--- src/rtl/mem_arbiter.sv ---
// -----------------------------------------------------------------------------
// mem_arbiter
//
// Two-requester arbiter and sequencer for a shared single-port RAM with a
// registered (1-cycle latency) read port. One access is in flight at a time.
// When both ports request together, the winner is picked round-robin. The
// block drives the RAM address, write enable and write data, and returns read
// data with a one-cycle done pulse. Accesses with the top address bit set
// fall outside the RAM. They complete with err and cause no RAM activity.
//
// Ports
//   clk        : clock, all state changes on the rising edge
//   reset_n    : synchronous active-low reset
//   req0/req1  : request, held with cmd/addr/wdata stable until that done
//   cmd0/cmd1  : 00 none, 01 read, 10 write, 11 treated as none
//   addr0/1    : word address, bit ADDR_W-1 set = outside RAM
//   wdata0/1   : write data
//   gnt0/gnt1  : one-cycle pulse in the cycle the access is issued to RAM
//   done0/1    : one-cycle completion pulse
//   rdata      : read result, valid with done after a read, held afterwards
//   err        : with done, access was outside RAM
//   busy       : arbiter is not idle
//   ram_addr   : RAM address
//   ram_write  : RAM write enable
//   ram_din    : RAM write data
//   ram_dout   : RAM registered read data
// -----------------------------------------------------------------------------
module mem_arbiter #(
    parameter int DATA_W = 16,
    parameter int ADDR_W = 9,
    parameter int RAM_AW = 8
) (
    input  logic              clk,
    input  logic              reset_n,
    input  logic              req0,
    input  logic              req1,
    input  logic [1:0]        cmd0,
    input  logic [1:0]        cmd1,
    input  logic [ADDR_W-1:0] addr0,
    input  logic [ADDR_W-1:0] addr1,
    input  logic [DATA_W-1:0] wdata0,
    input  logic [DATA_W-1:0] wdata1,
    output logic              gnt0,
    output logic              gnt1,
    output logic              done0,
    output logic              done1,
    output logic [DATA_W-1:0] rdata,
    output logic              err,
    output logic              busy,
    output logic [RAM_AW-1:0] ram_addr,
    output logic              ram_write,
    output logic [DATA_W-1:0] ram_din,
    input  logic [DATA_W-1:0] ram_dout
);

    localparam logic [1:0] CMD_READ  = 2'b01;
    localparam logic [1:0] CMD_WRITE = 2'b10;

    typedef enum logic [1:0] {
        S_IDLE  = 2'd0,
        S_ISSUE = 2'd1,
        S_WAIT  = 2'd2,
        S_DONE  = 2'd3
    } state_t;

    state_t              state_q, state_d;
    logic                owner_q, owner_d;
    logic                last_q,  last_d;
    logic [1:0]          cmd_q,   cmd_d;
    logic [ADDR_W-1:0]   addr_q,  addr_d;
    logic [DATA_W-1:0]   wdata_q, wdata_d;
    logic [DATA_W-1:0]   rdata_q, rdata_d;

    logic valid0;
    logic valid1;
    logic winner;
    logic out_of_range;

    // Only real reads and writes compete; MNONE and the reserved 11 encoding
    // never take part in arbitration.
    assign valid0 = req0 && ((cmd0 == CMD_READ) || (cmd0 == CMD_WRITE));
    assign valid1 = req1 && ((cmd1 == CMD_READ) || (cmd1 == CMD_WRITE));

    assign out_of_range = addr_q[ADDR_W-1];

    always_comb begin
        state_d = state_q;
        owner_d = owner_q;
        last_d  = last_q;
        cmd_d   = cmd_q;
        addr_d  = addr_q;
        wdata_d = wdata_q;
        rdata_d = rdata_q;
        winner  = 1'b0;

        case (state_q)
            S_IDLE: begin
                if (valid0 || valid1) begin
                    // On a tie the port that did not win last time goes next,
                    // which gives strict alternation under continuous load.
                    if (valid0 && valid1) begin
                        winner = ~last_q;
                    end else begin
                        winner = valid1;
                    end
                    owner_d = winner;
                    last_d  = winner;
                    cmd_d   = winner ? cmd1   : cmd0;
                    addr_d  = winner ? addr1  : addr0;
                    wdata_d = winner ? wdata1 : wdata0;
                    state_d = S_ISSUE;
                end
            end

            S_ISSUE: begin
                if ((cmd_q == CMD_READ) && !out_of_range) begin
                    state_d = S_WAIT;
                end else begin
                    // An out-of-range read returns zero instead of stale data.
                    if (cmd_q == CMD_READ) begin
                        rdata_d = '0;
                    end
                    state_d = S_DONE;
                end
            end

            S_WAIT: begin
                // The RAM sampled the address during ISSUE, so its output
                // now holds the addressed word.
                rdata_d = ram_dout;
                state_d = S_DONE;
            end

            S_DONE: begin
                state_d = S_IDLE;
            end

            default: begin
                state_d = S_IDLE;
            end
        endcase
    end

    always_ff @(posedge clk) begin
        if (!reset_n) begin
            state_q <= S_IDLE;
            owner_q <= 1'b0;
            last_q  <= 1'b1;
            cmd_q   <= '0;
            addr_q  <= '0;
            wdata_q <= '0;
            rdata_q <= '0;
        end else begin
            state_q <= state_d;
            owner_q <= owner_d;
            last_q  <= last_d;
            cmd_q   <= cmd_d;
            addr_q  <= addr_d;
            wdata_q <= wdata_d;
            rdata_q <= rdata_d;
        end
    end

    // All outputs are decoded from registered state; req* never reaches them
    // combinationally.
    assign gnt0      = (state_q == S_ISSUE) && !owner_q;
    assign gnt1      = (state_q == S_ISSUE) &&  owner_q;
    assign done0     = (state_q == S_DONE)  && !owner_q;
    assign done1     = (state_q == S_DONE)  &&  owner_q;
    assign err       = (state_q == S_DONE)  && out_of_range;
    assign busy      = (state_q != S_IDLE);
    assign ram_write = (state_q == S_ISSUE) && (cmd_q == CMD_WRITE) && !out_of_range;
    assign ram_addr  = addr_q[RAM_AW-1:0];
    assign ram_din   = wdata_q;
    assign rdata     = rdata_q;

endmodule

--- config.mk ---
export PLATFORM = sky130hd
export DESIGN_NAME = mem_arbiter
export DESIGN_NICKNAME = d
export VERILOG_FILES = /design/src/rtl/mem_arbiter.sv
export SDC_FILE = /design/constraint.sdc
export NUM_CORES = 1
export LEC_CHECK = 0
export BUFFER_PORTS_ARGS = -buffer_cell sky130_fd_sc_hd__buf_2
export CORE_ASPECT_RATIO = 1.25
export CORE_MARGIN = 5
export CORE_UTILIZATION = 45
export DETAILED_ROUTE_END_ITERATION = 8
export PLACE_DENSITY_LB_ADDON = 0.08
export RECOVER_POWER = 50
export SLEW_MARGIN = 40
export SYNTH_ARGS = -nofsm -noshare
export SYNTH_HDL_FRONTEND = slang
export SYNTH_SLANG_ARGS = --single-unit
--- constraint.sdc ---
create_clock -name clk -period 2.2 [get_ports clk]
set_clock_uncertainty 0.1 [all_clocks]
set_input_delay 0.33 -clock clk [delete_from_list [all_inputs] [get_ports clk]]
set_output_delay 0.33 -clock clk [all_outputs]
set_load 0.005 [all_outputs]
==> impl_metrics.tcl <==
set metrics [dict create \
    ys_warn_count 0 \
    synth-main-ff-cell "dfxtp_1" \
    netlist-cell-type-count 35 \
    grt_max_degree 38 \
    total_power_mw 2.76 \
    required_ps 2300 \
    switchingPower_mw 0.995 \
    place.detailed.hpwl_um 4070 \
    die_h_um 89.4 \
    hold_viol_final 0 \
    viasPerCell 5.00 \
    avgSynthCellArea_um2 9.22 \
    report.final.slew_viol_count 0 \
    rows 29 \
    holdWs_ps 178 \
    wl_per_cell_um 12.9 \
    rsz0062_at_grt "false" \
    io_buffers 120 \
    tightestPinTransition_ps 570 \
    hold_path_class "input pin to flop" \
    hold_buffers 0 \
    maxCapViolCount 0 \
    power_density_nw_per_um2 947 \
    gr-total-overflow 0 \
    diodes 0 \
    setup_violations 0 \
    p_clk_frac 0.200 \
    path_clk_slew_ps 80 \
    core-area_um2 4970 \
    p_int_mw 1.77 \
    synth-edff-count 0 \
    fin_nets 432 \
    area_growth_pct 28.6 \
    cts_setup_buffers 0 \
    die_w_um 73.5 \
    drt-initial-drc-count 69 \
    critical_path_class "flop to flop" \
    drc 0 \
    finalCriticalPeriod_ps 1950 \
    cts_tree "built" \
    crit_fanout 37 \
    ioPinCount 121 \
    start_kind "flop" \
    p_comb_frac 0.383 \
    num_vias 2080 \
    die_area_um2 6570 \
    htreeDepth 2 \
    clock_path_buffers 2 \
    finalSetupTns_ps 0 \
    grt_use_total 0.167 \
    cts_buffers 5 \
    synth_area_um2 2270 \
    dr.pass1.iters 4 \
    vdd_ir_drop_max_v 0.000410 \
    antenna_found_initial 0 \
    syn-instance-count 246 \
    yosysSeqAreaShare 0.415 \
    ys_async_sr_fraction 0 \
    p_sw_frac 0.360 \
    clk_latency_ps 300 \
    globalplace.congestion 0.702 \
    ys_ff_latch 47 \
    relSlewSlack 0.620 \
    post_cts_resized 0 \
    ant_nets 0 \
    drive_above_1_share 0.305 \
    grt_pass1_wl_um 8700 \
    routed_wl_um 5360 \
    p_leak_nw 1.25 \
    cp-end-kind "flop" \
    max_freq_ghz 0.512 \
    outcome "finished clean" \
    syn-num-nets 325 \
    pwr-share-seq 0.417 \
    cts_root_buffer "clkbuf_8" \
    grt_pass1_vias 2031 \
    numClockSinks 47 \
    fin_crit_sh 0.888 \
    arrival_ps 2050 \
    initial_core_util 0.456 \
]
final cells by class:
type	count	area (µm²)
multi-input cells	169	1160
repair buffers	126	621
clock inverters	2	16.3
clock buffers	6	82.6
fillers	472	2060
well taps	62	77.6
flip-flops and latches	47	941
inverters	4	15.0
sequential cells by signal, indices dropped and copies added, names as in the netlist:
register,count
ram_din,16
rdata,16
addr_q,9
cmd_q,2
state_q,2
last_q,1
owner_q,1
synth_stat cells (2+ instances only):
master | number | area share
a21boi_0 | 6 | 0.020
nand2b_1 | 18 | 0.050
and2_1 | 4 | 0.011
buf_4 | 8 | 0.026
nor2b_1 | 3 | 0.0083
a21boi_1 | 11 | 0.036
nand3_1 | 18 | 0.040
inv_1 | 4 | 0.0066
nand2_1 | 6 | 0.0099
dfxtp_1 | 47 | 0.42
buf_8 | 2 | 0.013
a21oi_1 | 27 | 0.060
mux2i_1 | 25 | 0.11
nor4bb_1 | 2 | 0.0088
o21ai_0 | 29 | 0.064
ha_1 | 5 | 0.028
clkbuf_1 | 12 | 0.020
buf_2 | 2 | 0.0044
per-layer routing:
layer | vias to the layer above | share of wire | track usage
li1 | 1075 | - | -
met1 | 923 | 0.41 | 0.200
met2 | 77 | 0.49 | 0.282
met3 | 5 | 0.084 | 0.0382
met4 | 0 | 0.015 | 0.0741
met5 | - | 0 | 0
kinds of logic after synthesis:
group / count (synthesis) / share of synthesized area
xor gates and xnor gates: 3 / 0.0149
and+or+nand+nor: 53 / 0.132
buffers and inverters: 30 / 0.0778
DFF: 47 / 0.415
AOI/OAI and AO/OA: 83 / 0.222
muxes: 25 / 0.110
adders and majority gates: 5 / 0.0276
placed cells by master, fill, tap and decap left out, types with 3 or more instances in the layout:
| master | Yosys | routed |
|---|---|---|
| nand3_1 | 18 | 18 |
| buf_4 | 8 | 5 |
| o21ai_0 | 29 | 29 |
| clkbuf_1 | 12 | 29 |
| nand2b_1 | 18 | 18 |
| mux2i_1 | 25 | 25 |
| a21oi_1 | 27 | 27 |
| a21boi_0 | 6 | 6 |
| a21boi_1 | 11 | 11 |
| ha_1 | 5 | 5 |
| clkbuf_8 | 0 | 6 |
| nand2_1 | 6 | 6 |
| buf_2 | 2 | 90 |
| inv_1 | 4 | 4 |
| nor2b_1 | 3 | 3 |
| dfxtp_1 | 47 | 47 |
metrics by stage:
stage,instances,setup slack [ps],area [µm²],utilization
3_5_place_dp,408,264,2850,0.574
4_1_cts,416,233,2950,0.594
6_report,416,247,2920,0.586
2_1_floorplan,246,527,2270,-
5_1_grt,416,95.7,2920,0.586
3_3_place_gp,408,325,2850,0.574
critical path: stages (launching register included):
cell,delay [ps]
dfxtp_1,370
inv_1,130
ha_1,250
nand2_1,130
o2bb2ai_4,370
buf_12,230
nor2_1,60
a31o_2,200
path summary, 6_finish.rpt:
path | start | endpoint | slack (ps) | cells past startpoint
worst max-delay path | state_q[0] | cmd_q[0] | 250 | 7
worst min register to register | rdata[1] | rdata[1] | 370 | 2
worst min-delay path | ram_dout[0] | rdata[0] | 180 | 3
worst max register to register | state_q[0] | cmd_q[0] | 250 | 7
power by group through the flow:
stage / clock, mW / sequential (mW) / combinational, mW
after floorplan: 0 / 1.16 / 0.747
after global placement: 0 / 1.17 / 1.09
after detailed placement: 0 / 1.16 / 1.11
after CTS: 0.583 / 1.15 / 1.11
after global routing: 0.614 / 1.18 / 1.21
final: 0.552 / 1.15 / 1.06
(Power assumes the default switching activity.)
